--- src/rtl/rf_wb_if.sv ---
// Writeback-side bundle: issue-stage reservations, ALU and load/MUL producer handshakes,
// register-file write port and scoreboard/occupancy status.
interface rf_wb_if #(
  parameter int XLEN  = 32,
  parameter int DEPTH = 2
);
  localparam int PW = $clog2(DEPTH) + 1;

  logic            rsv_valid;
  logic [4:0]      rsv_rd;

  logic            alu_valid;
  logic [4:0]      alu_rd;
  logic [XLEN-1:0] alu_data;
  logic            alu_ready;

  logic            mem_valid;
  logic [4:0]      mem_rd;
  logic [XLEN-1:0] mem_data;
  logic            mem_ready;

  logic            rf_wr_en;
  logic [4:0]      rf_rd;
  logic [XLEN-1:0] rf_wdata;
  logic [31:0]     busy;
  logic [PW-1:0]   pending;

  modport master (
    output rsv_valid, rsv_rd,
    output alu_valid, alu_rd, alu_data,
    output mem_valid, mem_rd, mem_data,
    input  alu_ready, mem_ready,
    input  rf_wr_en, rf_rd, rf_wdata, busy, pending
  );

  modport slave (
    input  rsv_valid, rsv_rd,
    input  alu_valid, alu_rd, alu_data,
    input  mem_valid, mem_rd, mem_data,
    output alu_ready, mem_ready,
    output rf_wr_en, rf_rd, rf_wdata, busy, pending
  );
endinterface

--- src/rtl/rf_writeback_ctrl.sv ---
// Register-file write controller: round-robin arbitration of ALU and load/MUL results into a
// small FIFO drained one write per cycle, plus a busy scoreboard for RAW-hazard stalls.
module rf_writeback_ctrl #(
  parameter int DEPTH = 2,
  parameter int XLEN  = 32
) (
  input  logic    clk,
  input  logic    rst_n,
  rf_wb_if.slave  bus
);
  localparam int AW = $clog2(DEPTH);
  localparam int PW = AW + 1;
  localparam logic [PW-1:0] FULL_CNT = PW'(DEPTH);

  typedef enum logic {RR_ALU = 1'b0, RR_MEM = 1'b1} rr_e;

  rr_e             rr_q, rr_d;
  logic [AW-1:0]   wr_ptr_q, wr_ptr_d, rd_ptr_q, rd_ptr_d;
  logic [PW-1:0]   pend_q, pend_d;
  logic [4:0]      ent_rd_q  [DEPTH];
  logic [XLEN-1:0] ent_dat_q [DEPTH];

  logic            rf_wr_en_q, rf_wr_en_d;
  logic [4:0]      rf_rd_q, rf_rd_d;
  logic [XLEN-1:0] rf_wdata_q, rf_wdata_d;
  logic [31:0]     busy_q, busy_d;

  logic            full, alu_rdy, mem_rdy, alu_acc, mem_acc, push, pop;
  logic [4:0]      acc_rd;
  logic [XLEN-1:0] acc_dat;

  // Ready looks only at the competitor's valid so a producer never sees its own valid looped back.
  assign full    = (pend_q == FULL_CNT);
  assign alu_rdy = !full && (!bus.mem_valid || rr_q == RR_ALU);
  assign mem_rdy = !full && (!bus.alu_valid || rr_q == RR_MEM);
  assign alu_acc = bus.alu_valid && alu_rdy;
  assign mem_acc = bus.mem_valid && mem_rdy;

  always_comb begin
    acc_rd     = alu_acc ? bus.alu_rd : bus.mem_rd;
    acc_dat    = alu_acc ? bus.alu_data : bus.mem_data;
    push       = (alu_acc || mem_acc) && (acc_rd != 5'd0);
    pop        = (pend_q != '0);

    rr_d = rr_q;
    if (bus.alu_valid && bus.mem_valid) begin
      if (alu_acc)      rr_d = RR_MEM;
      else if (mem_acc) rr_d = RR_ALU;
    end

    wr_ptr_d = push ? wr_ptr_q + AW'(1) : wr_ptr_q;
    rd_ptr_d = pop  ? rd_ptr_q + AW'(1) : rd_ptr_q;

    case ({push, pop})
      2'b10:   pend_d = pend_q + PW'(1);
      2'b01:   pend_d = pend_q - PW'(1);
      default: pend_d = pend_q;
    endcase

    rf_wr_en_d = pop;
    rf_rd_d    = rf_rd_q;
    rf_wdata_d = rf_wdata_q;
    busy_d     = busy_q;
    if (pop) begin
      rf_rd_d    = ent_rd_q[rd_ptr_q];
      rf_wdata_d = ent_dat_q[rd_ptr_q];
      busy_d[ent_rd_q[rd_ptr_q]] = 1'b0;
    end
    // A fresh reservation beats the retiring write to the same register.
    if (bus.rsv_valid && bus.rsv_rd != 5'd0) busy_d[bus.rsv_rd] = 1'b1;
    busy_d[0] = 1'b0;
  end

  always_ff @(posedge clk) begin
    if (push) begin
      ent_rd_q[wr_ptr_q]  <= acc_rd;
      ent_dat_q[wr_ptr_q] <= acc_dat;
    end
  end

  always_ff @(posedge clk or negedge rst_n) begin
    if (!rst_n) begin
      rr_q       <= RR_ALU;
      wr_ptr_q   <= '0;
      rd_ptr_q   <= '0;
      pend_q     <= '0;
      rf_wr_en_q <= 1'b0;
      rf_rd_q    <= '0;
      rf_wdata_q <= '0;
      busy_q     <= '0;
    end else begin
      rr_q       <= rr_d;
      wr_ptr_q   <= wr_ptr_d;
      rd_ptr_q   <= rd_ptr_d;
      pend_q     <= pend_d;
      rf_wr_en_q <= rf_wr_en_d;
      rf_rd_q    <= rf_rd_d;
      rf_wdata_q <= rf_wdata_d;
      busy_q     <= busy_d;
    end
  end

  assign bus.alu_ready = alu_rdy;
  assign bus.mem_ready = mem_rdy;
  assign bus.rf_wr_en  = rf_wr_en_q;
  assign bus.rf_rd     = rf_rd_q;
  assign bus.rf_wdata  = rf_wdata_q;
  assign bus.busy      = busy_q;
  assign bus.pending   = pend_q;
endmodule

--- src/flat_wrapper.sv ---
// flat-port wrapper written by rule: the top's interface ports become plain ports
module rf_writeback_ctrl_flat 
#(
  parameter int DEPTH = 2,
  parameter int XLEN  = 32
)
  (clk, rst_n, bus_rsv_valid, bus_rsv_rd, bus_alu_valid, bus_alu_rd, bus_alu_data, bus_mem_valid, bus_mem_rd, bus_mem_data, bus_alu_ready, bus_mem_ready, bus_rf_wr_en, bus_rf_rd, bus_rf_wdata, bus_busy, bus_pending);
  rf_wb_if #(.XLEN(XLEN), .DEPTH(DEPTH)) bus_i ();
  input  logic clk;
  input  logic rst_n;
  input wire logic [$bits(bus_i.rsv_valid)-1:0] bus_rsv_valid;
  input wire logic [$bits(bus_i.rsv_rd)-1:0] bus_rsv_rd;
  input wire logic [$bits(bus_i.alu_valid)-1:0] bus_alu_valid;
  input wire logic [$bits(bus_i.alu_rd)-1:0] bus_alu_rd;
  input wire logic [$bits(bus_i.alu_data)-1:0] bus_alu_data;
  input wire logic [$bits(bus_i.mem_valid)-1:0] bus_mem_valid;
  input wire logic [$bits(bus_i.mem_rd)-1:0] bus_mem_rd;
  input wire logic [$bits(bus_i.mem_data)-1:0] bus_mem_data;
  output wire logic [$bits(bus_i.alu_ready)-1:0] bus_alu_ready;
  output wire logic [$bits(bus_i.mem_ready)-1:0] bus_mem_ready;
  output wire logic [$bits(bus_i.rf_wr_en)-1:0] bus_rf_wr_en;
  output wire logic [$bits(bus_i.rf_rd)-1:0] bus_rf_rd;
  output wire logic [$bits(bus_i.rf_wdata)-1:0] bus_rf_wdata;
  output wire logic [$bits(bus_i.busy)-1:0] bus_busy;
  output wire logic [$bits(bus_i.pending)-1:0] bus_pending;
  assign bus_i.rsv_valid = bus_rsv_valid;
  assign bus_i.rsv_rd = bus_rsv_rd;
  assign bus_i.alu_valid = bus_alu_valid;
  assign bus_i.alu_rd = bus_alu_rd;
  assign bus_i.alu_data = bus_alu_data;
  assign bus_i.mem_valid = bus_mem_valid;
  assign bus_i.mem_rd = bus_mem_rd;
  assign bus_i.mem_data = bus_mem_data;
  assign bus_alu_ready = bus_i.alu_ready;
  assign bus_mem_ready = bus_i.mem_ready;
  assign bus_rf_wr_en = bus_i.rf_wr_en;
  assign bus_rf_rd = bus_i.rf_rd;
  assign bus_rf_wdata = bus_i.rf_wdata;
  assign bus_busy = bus_i.busy;
  assign bus_pending = bus_i.pending;
  rf_writeback_ctrl #(.DEPTH(DEPTH), .XLEN(XLEN)) u_core (.clk(clk), .rst_n(rst_n), .bus(bus_i));
endmodule
--- config.mk ---
export PLATFORM = sky130hd
export DESIGN_NAME = rf_writeback_ctrl_flat
export DESIGN_NICKNAME = d
export VERILOG_FILES = /design/src/rtl/rf_wb_if.sv /design/src/rtl/rf_writeback_ctrl.sv /design/src/flat_wrapper.sv
export SDC_FILE = /design/constraint.sdc
export NUM_CORES = 1
export LEC_CHECK = 0
export ABC_AREA = 1
export ABC_CLOCK_PERIOD_IN_PS = 5700
export CAP_MARGIN = 15
export CORE_ASPECT_RATIO = 1.75
export CORE_MARGIN = 5
export CORE_UTILIZATION = 52
export CTS_BUF_LIST = sky130_fd_sc_hd__clkbuf_8 sky130_fd_sc_hd__clkbuf_16
export CTS_CLUSTER_DIAMETER = 80
export DETAILED_ROUTE_END_ITERATION = 10
export PLACE_DENSITY = 0.88
export SLEW_MARGIN = 10
export SYNTH_ARGS = -nofsm -noshare
export SYNTH_HDL_FRONTEND = slang
export SYNTH_SLANG_ARGS = --single-unit
--- constraint.sdc ---
create_clock -name clk -period 5.7 [get_ports clk]
set_input_delay 1.71 -clock clk [delete_from_list [all_inputs] [get_ports clk]]
set_output_delay 1.71 -clock clk [all_outputs]
set_load 0.02 [all_outputs]
==> results.yml <==
run_status:
  outcome: "finished clean"
min_path:
  min-delay-path-class: "reg -> reg"
  hold_path.startpoint: "u_core.wr_ptr_q"
  endpoint_of_the_worst_hold_path: "u_core.wr_ptr_q"
  min_path_cells: 2
worst_setup_path:
  rr_endpoint: "u_core.ent_dat_q[1][8]"
  worst_ep_required_time_ns: 3.99
  critPathCaptureType: "primary output"
  worstRegToRegCells: 8
  critical_path_launch_point_type: "input pin"
  crit_arrival_ns: 3.32
  timing.reg2reg.setup_slack_ns: 2.72
  timing.critical_path.fanout_max: 6
  timing.setup.critical_path_class: "in -> out"
  worst_r2r_startpoint: "u_core.bus.pending[0]"
detailed_routing:
  routed_wire_length_per_instance_um: 19.0
  detail-route-antenna-nets: 0
  vias: 4621
  remaining_drc_errors: 0
  vias_per_cell: 5.60
  drt_first_iter_violations: 304
  totalWireLength_um: 15700
  drt-pass1-iter-count: 5
timing:
  final_max_slew_viol_count: 0
  whs_ns: 0.474
  aggregate_negative_setup_slack_ns: 0
  max_freq_mhz: 199
  min_period_ns: 5.03
  final_min_period_over_clock_period: 0.882
  final.setup_skew_ns: 0.00790
  setup_viol_count_final: 0
  actual_slew_at_the_worst_max_slew_pin_ns: 1.06
  hold_viol: 0
  timing.slew.headroom: 0.292
  worst_slack_ns: 0.671
  grt_setup_unrepaired: "false"
power:
  sw_pwr_mw: 1.97
  share_clk_of_total_power: 0.220
  power.density_nw_per_um2: 620
  power_frac_comb: 0.408
  ir_drop_mv: 0.448
  internal_power_mw: 3.18
  leakage_power_figure_nw: 3.29
  seq_power_share: 0.372
  share_of_total_power_consumed_by_net_switching: 0.383
cells_and_area:
  n_fill_cell: 734
  fin_nets: 762
  flow.area_growth_from_synthesis_pct: 37.4
  sequential_cell_area_um2: 4070
  final_cell_count_no_fill: 825
  postLayoutCellArea_um2: 8300
  antenna-diode-count: 0
  multiInputGateArea_um2: 1740
  drive_gt1_frac: 0.104
placed_design:
  dp_hpwl_um: 10700
  placedInstanceArea_um2: 7690
  routability_congestion: 0.971
  post-place-cells: 793
  numPortBuffers: 156
  placement.setup.worst_slack_ns: 0.708
floorplan:
  core_region_area_um2: 11500
  row_count: 52
  initial_core_util: 0.528
  floorplan.io_pins: 158
  die_h_um: 153
  fp.dieArea_um2: 14000
  chipWidth_um: 91.5
clock_network:
  clk_transition_reported_paths_ns: 0.06
  insertion_delay_ns: 0.42
  cts_repair_resize_count: 0
  cts_tree: "yes"
  post_cts_buffers: 0
  cts_num_sinks: 148
  clk_path_buf_depth: 2
  postCtsHoldBufs: 0
  cts-buffers-inserted: 17
  cts-htree-levels: 4
  clk_root_buffer_cell: "clkbuf_16"
logic_synthesis:
  syn_area_um2: 6040
  yosys.cell_types.count: 31
  synth.avg_cell_area_um2: 11.6
  yosysWarningCount: 0
  syn-num-nets: 604
  synth-seq-cells: 148
  netlist_instances: 519
  ys_seq_area_frac: 0.674
global_routing:
  global_route.usage.total: 0.223
  globalRoute.totalOverflow: 0
  via_count_of_the_first_global_routing_pass: 4749
  antenna_found_initial: 0
  grt_pass1_wl_um: 24000
  grt_max_degree: 75
flow_run:
  max_cap_viol_count: 0
flip-flops by register name (all words and copies together) (netlist names):
| signal | count |
|---|---|
| u_core.rd_ptr_q | 1 |
| u_core.bus.pending | 2 |
| u_core.ent_rd_q | 10 |
| u_core.bus.rf_wdata | 32 |
| u_core.bus.rf_rd | 5 |
| u_core.ent_dat_q | 64 |
| u_core.bus.busy | 31 |
| u_core.wr_ptr_q | 1 |
| u_core.rr_q | 1 |
| u_core.bus.rf_wr_en | 1 |
per-layer routing:
metal	up-vias	part of all wire	track usage	wire, um
met5	-	0	0	0
met4	0	0.027	0.103	431
met3	34	0.062	0.0519	967
met2	214	0.57	0.415	8980
met1	2248	0.34	0.229	5320
li1	2125	-	-	-
worst max path at each step:
stage / start / endpoint / slack (ns)
5_1_grt: bus_mem_valid / bus_alu_ready / 0.69
3_3_place_gp: bus_mem_valid / bus_alu_ready / 0.83
4_1_cts: bus_mem_valid / bus_alu_ready / 0.71
6_report: bus_mem_valid / bus_alu_ready / 0.67
2_1_floorplan: bus_mem_valid / u_core.ent_dat_q[1][0] / 1.28
3_5_place_dp: bus_mem_valid / bus_alu_ready / 0.71
kinds of logic (layout without fill, tap and decap cells):
kind of cell    after synthesis  count (layout)  synth area share
xor+xnor                      3               3           0.00435
flops                       148             148             0.674
mux                          32              32            0.0621
other cells                   1               1          0.000621
buf+inv                      53             224            0.0391
fa+ha+maj                     1               1           0.00207
compound gates              139             139             0.118
simple gates                142             142            0.0988
power by group through the flow:
stage	logic (mW)	registers (mW)	clock network, mW
3_5_place_dp	2.10	1.92	0
6_report	2.10	1.91	1.13
5_1_grt	2.27	1.96	1.19
3_3_place_gp	2.02	1.90	0
4_1_cts	2.12	1.91	1.14
2_1_floorplan	0.891	2.18	0
cells in the mapped netlist, drive strengths merged:
| cell type | n | area share |
|---|---|---|
| a21boi | 1 | 0.0012 |
| a21oi | 65 | 0.054 |
| buf | 9 | 0.012 |
| clkbuf | 12 | 0.0075 |
| conb | 1 | 0.00062 |
| dfrtp | 74 | 0.31 |
| edfxtp | 74 | 0.37 |
| ha | 1 | 0.0021 |
| inv | 32 | 0.020 |
| mux2 | 32 | 0.062 |
| nand2 | 75 | 0.048 |
| nand3 | 21 | 0.019 |
| nand4 | 4 | 0.0041 |
| nor2 | 41 | 0.026 |
| o21ai | 72 | 0.060 |
| o21bai | 1 | 0.0031 |
| or2 | 1 | 0.0010 |
| xnor2 | 2 | 0.0029 |
| xor2 | 1 | 0.0015 |
cell usage in the layout, fill, tap and decap left out:
cell and instances:
a21boi_0 1, a21oi_1 65, buf_4 5, bufinv_16 2, clkbuf_16 17, clkdlybuf4s50_1 155, clkinv_1 1, clkinv_4 1
clkinvlp_4 2, conb_1 1, dfrtp_1 74, edfxtp_1 74, ha_1 1, inv_1 29, inv_2 2, inv_6 6
inv_8 4, mux2_1 7, mux2_2 21, mux2_4 4, nand2_1 73, nand2_2 1, nand2_4 1, nand3_1 20
nand3_4 1, nand4_1 4, nor2_1 39, nor2_4 2, o21ai_0 70, o21ai_1 1, o21ai_2 1, o21bai_4 1
or2_2 1, xnor2_1 2, xor2_1 1
cell type report:
type                       count  share of cell area
clock inverter                15              0.0219
clock buffer                  17              0.0512
sequential                   148               0.491
multi-input combinational    318               0.210
inverter                      32              0.0145
tap                          135              0.0203
timing repair buffer         160               0.191
critical path, cell delays in order:
cell	delay (ns)
clkdlybuf4s50_1	0.45
nand2_1	0.22
a21boi_0	0.29
clkdlybuf4s50_1	0.66
through the flow:
stage,utilization,power (mW)
floorplan,-,3.07
global placement,0.672,3.93
detailed placement,0.672,4.02
CTS,0.725,5.18
global route,0.725,5.42
finish,0.725,5.15
(Power assumes the default switching activity.)
